### src/rtl/jk_pkg.sv
// Shared definitions for the JK command sequencer.
//   - command encodings as {j,k}
//   - sequencer FSM state encodings
//   - apply_cmd(): latch-q effect of one completed command
package jk_pkg;

    typedef enum logic [1:0] {
        CMD_HOLD = 2'b00,
        CMD_CLR  = 2'b01,
        CMD_SET  = 2'b10,
        CMD_TOG  = 2'b11
    } cmd_e;

    typedef enum logic [1:0] {
        ST_IDLE  = 2'b00,
        ST_DRIVE = 2'b01,
        ST_GAP   = 2'b10
    } state_e;

    // Next q of a JK latch after a {j,k} pulse.
    function automatic logic apply_cmd(input logic q, input logic [1:0] jk);
        logic r;
        case (jk)
            CMD_CLR: r = 1'b0;
            CMD_SET: r = 1'b1;
            CMD_TOG: r = ~q;
            default: r = q;
        endcase
        return r;
    endfunction

endpackage

### src/rtl/jk_cmd_fifo.sv
// Command FIFO, DEPTH x 2-bit, show-ahead read (dout = head entry).
// Ports:
//   clk, rst       clock, async active-low reset (empties the FIFO)
//   push, din      write din when push && !full
//   pop            drop head entry when pop && !empty
//   dout           head entry (valid while !empty)
//   full, empty    occupancy flags
// Pointers carry one extra wrap bit so full/empty are told apart
// without a separate counter.
module jk_cmd_fifo #(
    parameter int DEPTH = 4
) (
    input  logic       clk,
    input  logic       rst,
    input  logic       push,
    input  logic       pop,
    input  logic [1:0] din,
    output logic [1:0] dout,
    output logic       full,
    output logic       empty
);
    localparam int AW = $clog2(DEPTH);

    logic [1:0]  mem [DEPTH];
    logic [AW:0] wptr, rptr;

    assign empty = (wptr == rptr);
    assign full  = (wptr[AW] != rptr[AW]) && (wptr[AW-1:0] == rptr[AW-1:0]);
    assign dout  = mem[rptr[AW-1:0]];

    always_ff @(posedge clk or negedge rst) begin
        if (!rst) begin
            wptr <= '0;
            rptr <= '0;
        end else begin
            if (push && !full) wptr <= wptr + (AW+1)'(1);
            if (pop && !empty) rptr <= rptr + (AW+1)'(1);
        end
    end

    // Storage needs no reset: entries are only read between push and pop.
    always_ff @(posedge clk) begin
        if (push && !full) mem[wptr[AW-1:0]] <= din;
    end

endmodule

### src/rtl/jk_cmd_sequencer.sv
// Upstream driver for the JK latch stage. Queues HOLD/CLR/SET/TOGGLE
// commands and plays each as a PULSE_CYC-cycle j/k pulse followed by
// GAP_CYC cycles of j=k=0. Tracks the expected latch output in q_model.
// Ports:
//   clk, rst          clock, async active-low reset
//   cmd_valid, cmd    command in ({j,k}); accepted when cmd_ready
//   cmd_ready         FIFO not full
//   j, k              registered drive to the latch stage
//   busy              FIFO non-empty or a command period in progress
//   q_model           expected latch q after the last completed pulse
//   issued_cnt        commands whose pulse completed (wraps)
module jk_cmd_sequencer
    import jk_pkg::*;
#(
    parameter int DEPTH     = 4,
    parameter int PULSE_CYC = 1,
    parameter int GAP_CYC   = 1,
    parameter int CNT_W     = 8
) (
    input  logic             clk,
    input  logic             rst,
    input  logic             cmd_valid,
    input  logic [1:0]       cmd,
    output logic             cmd_ready,
    output logic             j,
    output logic             k,
    output logic             busy,
    output logic             q_model,
    output logic [CNT_W-1:0] issued_cnt
);
    localparam int MAXC = (PULSE_CYC > GAP_CYC) ? PULSE_CYC : GAP_CYC;
    localparam int CW   = $clog2(MAXC + 1);
    localparam logic [CW-1:0] PULSE_LD = CW'(PULSE_CYC - 1);
    localparam logic [CW-1:0] GAP_LD   = CW'(GAP_CYC - 1);

    state_e           state, state_n;
    logic [CW-1:0]    cnt, cnt_n;
    logic [1:0]       jk_n;
    logic             q_n;
    logic [CNT_W-1:0] iss_n;
    logic             pop, full, empty;
    logic [1:0]       head;

    assign cmd_ready = !full;
    assign busy      = !empty || (state != ST_IDLE);

    jk_cmd_fifo #(.DEPTH(DEPTH)) u_fifo (
        .clk   (clk),
        .rst   (rst),
        .push  (cmd_valid && cmd_ready),
        .pop   (pop),
        .din   (cmd),
        .dout  (head),
        .full  (full),
        .empty (empty)
    );

    always_ff @(posedge clk or negedge rst) begin
        if (!rst) begin
            state      <= ST_IDLE;
            cnt        <= '0;
            j          <= 1'b0;
            k          <= 1'b0;
            q_model    <= 1'b0;
            issued_cnt <= '0;
        end else begin
            state      <= state_n;
            cnt        <= cnt_n;
            {j, k}     <= jk_n;
            q_model    <= q_n;
            issued_cnt <= iss_n;
        end
    end

    // j/k themselves hold the in-flight command, so the q update at the
    // end of DRIVE reads them directly instead of a separate copy.
    always_comb begin
        state_n = state;
        cnt_n   = cnt;
        jk_n    = {j, k};
        q_n     = q_model;
        iss_n   = issued_cnt;
        pop     = 1'b0;
        case (state)
            ST_IDLE: begin
                if (!empty) begin
                    pop     = 1'b1;
                    jk_n    = head;
                    cnt_n   = PULSE_LD;
                    state_n = ST_DRIVE;
                end
            end
            ST_DRIVE: begin
                if (cnt == '0) begin
                    jk_n    = 2'b00;
                    q_n     = apply_cmd(q_model, {j, k});
                    iss_n   = issued_cnt + CNT_W'(1);
                    cnt_n   = GAP_LD;
                    state_n = ST_GAP;
                end else begin
                    cnt_n = cnt - CW'(1);
                end
            end
            ST_GAP: begin
                if (cnt == '0) begin
                    // Back-to-back: skip IDLE when work is already queued.
                    if (!empty) begin
                        pop     = 1'b1;
                        jk_n    = head;
                        cnt_n   = PULSE_LD;
                        state_n = ST_DRIVE;
                    end else begin
                        state_n = ST_IDLE;
                    end
                end else begin
                    cnt_n = cnt - CW'(1);
                end
            end
            default: state_n = ST_IDLE;
        endcase
    end

endmodule

### config.mk
export PLATFORM = sky130hd
export DESIGN_NAME = jk_cmd_sequencer
export DESIGN_NICKNAME = d
export VERILOG_FILES = /design/src/rtl/jk_pkg.sv /design/src/rtl/jk_cmd_fifo.sv /design/src/rtl/jk_cmd_sequencer.sv
export SDC_FILE = /design/constraint.sdc
export NUM_CORES = 1
export LEC_CHECK = 0
export CAP_MARGIN = 20
export CORE_UTILIZATION = 35
export CTS_BUF_LIST = sky130_fd_sc_hd__clkbuf_4 sky130_fd_sc_hd__clkbuf_8 sky130_fd_sc_hd__clkbuf_16
export DETAILED_ROUTE_END_ITERATION = 8
export HOLD_SLACK_MARGIN = 0.05
export PLACE_DENSITY = 0.6
export SETUP_SLACK_MARGIN = 0.5
export SLEW_MARGIN = 20
export SYNTH_ARGS = -nofsm -noshare
export SYNTH_HDL_FRONTEND = slang
export SYNTH_HIERARCHICAL = 1
export SYNTH_SLANG_ARGS = --single-unit
### constraint.sdc
create_clock -name clk -period 2.5 [get_ports clk]
set_input_delay 0.5 -clock clk [delete_from_list [all_inputs] [get_ports clk]]
set_output_delay 0.5 -clock clk [all_outputs]
set_load 0.01 [all_outputs]
---- After elaboration in Yosys (flattened, before gate mapping) ----
Memories as Yosys holds them, arrays and structs flattened.
Index checks and enable logic that the tools add are counted.
storage, ports and cells
  register bits ........................... 20
  bits in writable memories ............... 8
  input bits .............................. 5
  output and inout bits ................... 13
  logic and storage cells ................. 62
  memories ................................ 1
memories
  name        words  bits a word  read ports  clocked after memory_dff  wr ports  line               RTL
  u_fifo.mem  4      2            1           0                         1         jk_cmd_fifo.sv:24  logic [1:0] mem [DEPTH];
cells by class
  $add $sub $neg .......................... 4
  equality and inequality tests ........... 11
  muxes and demuxes ....................... 18
  bitwise logic cells ..................... 2
  reductions and logical operators ........ 18
operator list
  kind                   number
  $mux W2                6
  $pmux W2 S3            2
  $reduce_and A3 Y1      3
  $add A8 B1 Y8 const B  1
  $mux W1                7
  $add A3 B1 Y3 const B  2
  $eq A2 B2 Y1 const B   3
  $ne A2 B2 Y1 const B   3
  $reduce_bool A3 Y1     2
  $eq A2 B1 Y1 const B   2
  $logic_and A1 B1 Y1    4
  $pmux W1 S2            2
  $reduce_and A2 Y1      2
  $reduce_bool A2 Y1     2
  $eq A3 B3 Y1           1
  $pmux W1 S3            1
  $eq A2 B2 Y1           1
  $logic_not A1 Y1       2
  $logic_not A2 Y1       1
  $not A1 Y1             2
  $reduce_or A2 Y1       1
  $logic_or A1 B1 Y1     1
  $ne A1 B1 Y1           1
  $sub A1 B1 Y1 const B  1

---- Logic depth before layout (Yosys ltp) ----
Gate-level depths: netlist of the first run.
  word-level depth ........................ 7
  gate-level depth with buffers ........... 8
  depth with buffers taken out ............ 7

---- Modules after synthesis ----
The synthesis of the first run kept the hierarchy.
by module, submodules not included
  module            times used  cells an instance  area each (um^2)  sequential area each (um^2)
  jk_cmd_fifo       1           57                 774.5             390.4
  jk_cmd_sequencer  1           43                 539.3             325.3

---- Worst setup path after synthesis of the first run ----
OpenSTA, ideal clock, no wires.
  kind .................................... register -> register
  start point ............................. register u_fifo.rptr[0]
  end point ............................... memory u_fifo.mem[3][0], enable pin
  library setup time ...................... 0.297 ns
  data arrival time ....................... 1.488 ns
  required time ........................... 2.203 ns
  path slack .............................. 0.714 ns
  cell stages (with the launch flop) ...... 7
  path buffers ............................ 1
  clock period less this slack ............ 1.786 ns
  cell sequence ........................... dfrtp_1 -> clkbuf_8 -> xor2_4 -> or3_4 -> inv_1 -> nor2b_1 -> o311a_2
on the way
  word-level cells in the longest chain between the ends .. 7
RTL lines
  element                          line                                       RTL
  start: declaration               jk_cmd_fifo.sv:25                          logic [AW:0] wptr, rptr;
  start signal: assignment         jk_cmd_fifo.sv:37                          if (pop && !empty) rptr <= rptr + (AW+1)'(1);
  $eq A2 B2 Y1 *                   jk_cmd_fifo.sv:28                          assign full = (wptr[AW] != rptr[AW]) && (wptr[AW-1:0] == rptr[AW-1:0]);
  $logic_and A1 B1 Y1 *            jk_cmd_fifo.sv:28
  via full                         jk_cmd_sequencer.sv:41                     logic pop, full, empty;
  $logic_not A1 Y1 *               jk_cmd_fifo.sv:43, jk_cmd_sequencer.sv:44
  $logic_and A1 B1 Y1              jk_cmd_sequencer.sv:50                     .push (cmd_valid && cmd_ready),
  $logic_and A1 B1 Y1 *            jk_cmd_fifo.sv:43                          if (push && !full) mem[wptr[AW-1:0]] <= din;
  $mux W1 *                        jk_cmd_fifo.sv:43
  $mux W1 (not written as such) *  jk_cmd_fifo.sv:43
  end: declaration                 jk_cmd_fifo.sv:24
The timed path passes the listed nets; every way through them passes the cells marked *.

---- Worst setup path after layout of the first run ----
  start point ............................. register u_fifo.wptr[2]
  end point ............................... output cmd_ready
on the way
  word-level cells in the longest chain between the ends .. 3
RTL lines
  element                   line                    RTL
  start: declaration        jk_cmd_fifo.sv:25
  start signal: assignment  jk_cmd_fifo.sv:36       if (push && !full) wptr <= wptr + (AW+1)'(1);
  $ne A1 B1 Y1              jk_cmd_fifo.sv:28
  $logic_and A1 B1 Y1       jk_cmd_fifo.sv:28
  via full                  jk_cmd_sequencer.sv:41
  $logic_not A1 Y1          jk_cmd_sequencer.sv:44  assign cmd_ready = !full;
  end: declaration          jk_cmd_sequencer.sv:24  output logic cmd_ready,
The timed path passes the listed nets, and every way through them passes these cells.

==> flow_summary.json, run 1 <==
{
  "status": "finished, final reports clean",
  "synthCells": 100,
  "nets": 144,
  "cp.required_ns": 2.00,
  "synth_fp_nets": 111,
  "htree_levels": 1,
  "fin_cells": 178,
  "timing.final.crit_share_pct": 82.2,
  "gr-total-overflow": 0,
  "crit_arrival_ns": 1.55,
  "diodes": 0,
  "cts_tree": "yes",
  "netlist_area_um2": 1310,
  "finalWeightedCongestion": 0.871,
  "cp-start-kind": "register",
  "synth-seq-cells": 27,
  "fmax_mhz": 487,
  "grt_max_degree": 20,
  "cts-hold-fix-buffers": 0,
  "routed_wl_mm": 2.45,
  "synth_top_flop_cell": "dfrtp_1",
  "r2r_slack_ns": 0.62,
  "yosysTopAreaCell": "dfrtp_1",
  "cts-root-buf": "clkbuf_8",
  "fin_ws_ns": 0.446,
  "ys_async_sr_fraction_pct": 70.4,
  "slew_viol_final": 0,
  "clockBufferDepth": 2,
  "cp_slowest_stage_delay_ns": 0.42,
  "drc": 0,
  "drt-initial-drc-count": 24,
  "synth_edf_count": 8,
  "syn_area_per_cell_um2": 13.1,
  "vias": 884,
  "place_ws_ns": 0.373,
  "cp_max_fo": 4,
  "path_delay_family": "flip-flops",
  "slowest_stage": "dfrtp_2",
  "dieArea_um2": 4000,
  "yosysSeqAreaShare_pct": 54.5,
  "yosys.cell_types.count": 29,
  "end_kind": "output port",
  "hold_class": "reg2reg",
  "ir_drop_mv": 0.732,
  "yosysTopAreaCellShare_pct": 36.2,
  "final_cell_mix": "clkdlybuf4s50_1, dfrtp_1, buf_4",
  "hold_ws_ns": 0.487,
  "wl_per_cell_um": 13.8,
  "grt_first_pass_wirelength_mm": 4.27,
  "dr.pass1.iters": 4,
  "finalHoldViolations": 0,
  "cts_sinks": 27,
  "skew_ns": 0.00601,
  "num-fill-cells": 304,
  "path_class": "reg2out",
  "rsz0062_at_grt": "yes",
  "grt_pass1_vias": 868,
  "relSlewSlack_pct": 76.9,
  "path_clk_slew_ns": 0.09,
  "die_h_um": 63.3,
  "layout-drive-gt1-share_pct": 28.8,
  "clk_latency_ns": 0.27,
  "crit_chain": "buf_6 > xnor2_4 > or3_4 > inv_2 > inv_2 > buf_6",
  "io_buffer_count": 17,
  "min_period_ns": 2.05,
  "ys_warn_count": 6,
  "area_growth_pct": 30.8,
  "dpl-instance-area_um2": 1550,
  "fp.dieW_um": 63.3,
  "start_util_pct": 37.9,
  "placedCellCount": 165,
  "routed_via_density": 4.97,
  "io_pins": 18,
  "power.density_nw_per_um2": 1420,
  "hpwlAfterDp_mm": 1.68,
  "fp.coreArea_um2": 3470,
  "synth_area_leaders": "dfrtp_1, edfxtp_1, xnor2_1, ha_1, mux4_2",
  "ant_nets": 0,
  "tns_ns": 0,
  "num_rows": 21,
  "antenna_found_initial": 0,
  "crit_buf_inv": 4,
  "finalSetupViolations": 0,
  "p_leak_uw": 0.000706,
  "track_usage_pct": 14.0,
  "worstMarginPinSlew_ns": 0.344,
  "cts_buffers": 3,
  "post-route-cell-area_um2": 1720,
  "cap_violations": 0
}
## report_power, final
| group | switching (µW) | total (µW) | internal [µW] |
|---|---|---|---|
| sequential | 179 | 811 | 632 |
| combinational | 643 | 1390 | 745 |
| clock | 133 | 244 | 111 |
## path summary, 6_finish.rpt
path                           startpoint  cells after the start        endpoint
setup reg to reg           u_fifo/wptr[2]                      9  u_fifo/wptr[1]
hold reg to reg                   q_model                      1         q_model
setup / recovery           u_fifo/wptr[2]                      6       cmd_ready
min in group asynchronous             rst                      2               k
hold / removal                    q_model                      1         q_model
max in group asynchronous             rst                      2  u_fifo/wptr[2]
## repair_timing
| item | CTS | global route |
|---|---|---|
| setup endpoints to repair | 2 | 14 |
| pin swaps | 4 | 3 |
| resized for setup | 18 | 6 |
| buffers inserted | 8 | 1 |
## state kept, by name, summed over array words and instances (netlist names)
signal / count
j: 1
u_fifo/wptr: 3
q_model: 1
k: 1
state: 2
issued_cnt: 8
u_fifo/rptr: 3
u_fifo/mem: 8
## cell usage after synthesis (3+ instances only)
| cell | instances |
|---|---|
| xor2_1 | 3 |
| xnor2_1 | 10 |
| and3_1 | 4 |
| inv_1 | 5 |
| nor2_1 | 4 |
| nand4_1 | 4 |
| edfxtp_1 | 8 |
| ha_1 | 6 |
| nand2_1 | 5 |
| a21oi_1 | 5 |
| dfrtp_1 | 19 |
| o31ai_1 | 5 |
## logic make-up after synthesis
group	after synthesis	share of synthesized area [%]
and+or+nand+nor	25	10.8
xor gates and xnor gates	15	12.0
DFF	27	54.5
AOI/OAI and AO/OA	17	9.14
adders and majority gates	6	5.71
muxes	3	4.57
buffers and inverters	7	3.33
## area by class of cell
cell class	count	area (µm²)	share of cell area, %
tap	46	57.6	3.35
timing repair buffer	30	268	15.6
clock inverter	1	5.00	0.291
multi-input combinational	66	607	35.3
sequential	27	721	42.0
clock buffer	3	41.3	2.40
inverter	5	18.8	1.09
## metal layers
layer / up-vias / wire length (µm) / track usage, %
li1: 425 / - / -
met1: 436 / 1100 / 18.3
met5: - / 0 / 0
met2: 17 / 1220 / 23.1
met3: 6 / 71 / 1.99
met4: 0 / 60 / 5.68
## through the flow
| step | utilization (%) | power (µW) |
|---|---|---|
| 6_report | 49.5 | 2440 |
| 5_1_grt | 49.5 | 2620 |
| 2_1_floorplan | - | 1550 |
| 4_1_cts | 48.7 | 2350 |
| 3_3_place_gp | 44.6 | 1870 |
| 3_5_place_dp | 44.6 | 1890 |
(Power assumes the default switching activity.)
==> run 2: changes to the inputs <==
==> constraint.sdc (replaced) <==
create_clock -name clk -period 1.9 [get_ports clk]
set_input_delay 0.38 -clock clk [delete_from_list [all_inputs] [get_ports clk]]
set_output_delay 0.38 -clock clk [all_outputs]
set_load 0.01 [all_outputs]
==> flow_summary.json, run 2 (synthesis gave the netlist of run 1 again) <==
{
  "status": "complete, but fails checks",
  "violations": "setup timing",
  "placedCellCount": 174,
  "num-fill-cells": 309,
  "cp_slowest_stage_delay_ns": 0.45,
  "wl_per_cell_um": 13.7,
  "crit_arrival_ns": 1.53,
  "layout-drive-gt1-share_pct": 44.4,
  "area_growth_pct": 50.5,
  "ant_nets": 0,
  "cap_violations": 0,
  "finalWeightedCongestion": 0.778,
  "power.density_nw_per_um2": 2020,
  "drt-initial-drc-count": 21,
  "crit_end": "cmd_ready",
  "fmax_mhz": 525,
  "grt_first_pass_wirelength_mm": 4.57,
  "ir_drop_mv": 0.813,
  "worstMarginPinSlew_ns": 0.348,
  "track_usage_pct": 14.7,
  "fp.coreArea_um2": 3470,
  "r2r_slack_ns": 0.04,
  "routed_wl_mm": 2.73,
  "timing.final.crit_share_pct": 100,
  "final_common_cell": "buf_4",
  "end_kind": "output port",
  "relSlewSlack_pct": 76.8,
  "rsz0062_at_grt": "yes",
  "p_leak_uw": 0.000877,
  "finalSetupViolations": 1,
  "fin_cells": 199,
  "regArea_um2": 722,
  "critPathLaunch": "u_fifo/wptr[0]",
  "multi_input_area_um2": 684,
  "cp.required_ns": 1.52,
  "hold_class": "in2async",
  "cts-root-buf": "clkbuf_8",
  "regToRegStartpoint": "u_fifo/wptr[0]",
  "path_class": "reg2out",
  "cp-start-kind": "register",
  "vias": 949,
  "grt_max_degree": 20,
  "tns_ns": -0.00653,
  "slew_viol_final": 0,
  "clockBufferDepth": 2,
  "nets": 165,
  "hpwlAfterDp_mm": 1.87,
  "die_h_um": 63.3,
  "cts_sinks": 27,
  "clk_latency_ns": 0.27,
  "fp.dieW_um": 63.3,
  "cts_tree": "yes",
  "drc": 0,
  "slowest_stage": "dfrtp_2",
  "io_pins": 18,
  "final_cell_mix": "buf_4, dfrtp_1, dlygate4sd2_1",
  "cts_buffers": 3,
  "fin_ws_ns": -0.00653,
  "skew_ns": 0.00369,
  "htree_levels": 1,
  "grt_pass1_vias": 1034,
  "worst-path-stages": 5,
  "start_util_pct": 37.9,
  "diodes": 0,
  "path_delay_family": "flip-flops",
  "crit_buf_inv": 3,
  "io_buffer_count": 17,
  "num_rows": 21,
  "finalHoldViolations": 0,
  "antenna_found_initial": 0,
  "gr-total-overflow": 0,
  "crit_chain": "xor2_4 > or3_4 > inv_4 > inv_2 > buf_6",
  "cp_max_fo": 4,
  "reg2reg_depth": 9,
  "rr_endpoint": "u_fifo/wptr[1]",
  "path_clk_slew_ns": 0.10,
  "routed_via_density": 4.77,
  "dieArea_um2": 4000,
  "dr.pass1.iters": 3,
  "min_period_ns": 1.91
}
-- run 2: changes by cell type in the layout (fill, tap and decap cells not counted), sizes merged --
cell | previous run | this run
inv | 5 | 6
clkdlybuf4s50 | 15 | 4
buf | 15 | 36
dlygate4sd2 | 0 | 11
clkinv | 1 | 0
-- run 2: worst min path at each step --
stage,endpoint,slack (ns),cells past startpoint
global placement,issued_cnt[7],0.47,1
CTS,issued_cnt[7],0.45,2
global route,q_model,0.45,2
floorplan,issued_cnt[0],0.08,0
detailed placement,issued_cnt[7],0.47,1
finish,q_model,0.44,2
-- run 2: layout make-up --
type,instances,area share (%)
flip-flops and latches,27,36.5
multi-input cells,66,34.6
repair buffers,51,22.3
well taps,46,2.91
clock buffers,3,2.09
inverters,5,1.08
clock inverters,1,0.443
-- run 2: per-layer routing --
metal / share of wire [%] / track usage, %
met5: 0 / 0
met4: 0.55 / 4.26
met3: 2.7 / 2.36
met2: 54 / 26.9
met1: 42 / 17.7
-- run 2: worst reg2reg max path, stage by stage (launching register included) --
cell and delay (ns):
dfrtp_2 0.45, xor2_4 0.19, or3_4 0.40, inv_4 0.07, buf_4 0.10, buf_6 0.09
nor2b_4 0.05, nand2b_1 0.12, o31ai_2 0.08, a211oi_1 0.22
-- run 2: power breakdown --
| group | switching [µW] | internal, µW | total [µW] | leakage, µW |
|---|---|---|---|---|
| sequential | 181 | 833 | 1010 | 0.000304 |
| combinational | 1190 | 1440 | 2630 | 0.000548 |
| clock | 186 | 154 | 339 | 0.0000261 |
| total | 1560 | 2430 | 3990 | 0.000877 |
-- run 2: through the flow --
stage	util (%)	power [µW]	area [µm²]	worst slack (ns)	hold WS (ns)
floorplan	-	2070	1320	0.267	0.0844
global placement	46.8	2720	1620	-0.0272	0.465
detailed placement	46.8	2780	1620	-0.0569	0.474
CTS	53.4	3600	1850	-0.0415	0.446
global route	57.0	4280	1980	-0.0666	0.451
finish	57.0	3990	1980	-0.00653	0.440
-- run 2: what timing repair did --
action                                  in CTS  in global routing
pin swaps                                   12                  7
gates resized for setup                     39                 18
endpoints found under the hold margin        0                  0
hold buffers                                 0                  0
endpoints found under the setup margin      29                 19
buffers inserted                            15                  6
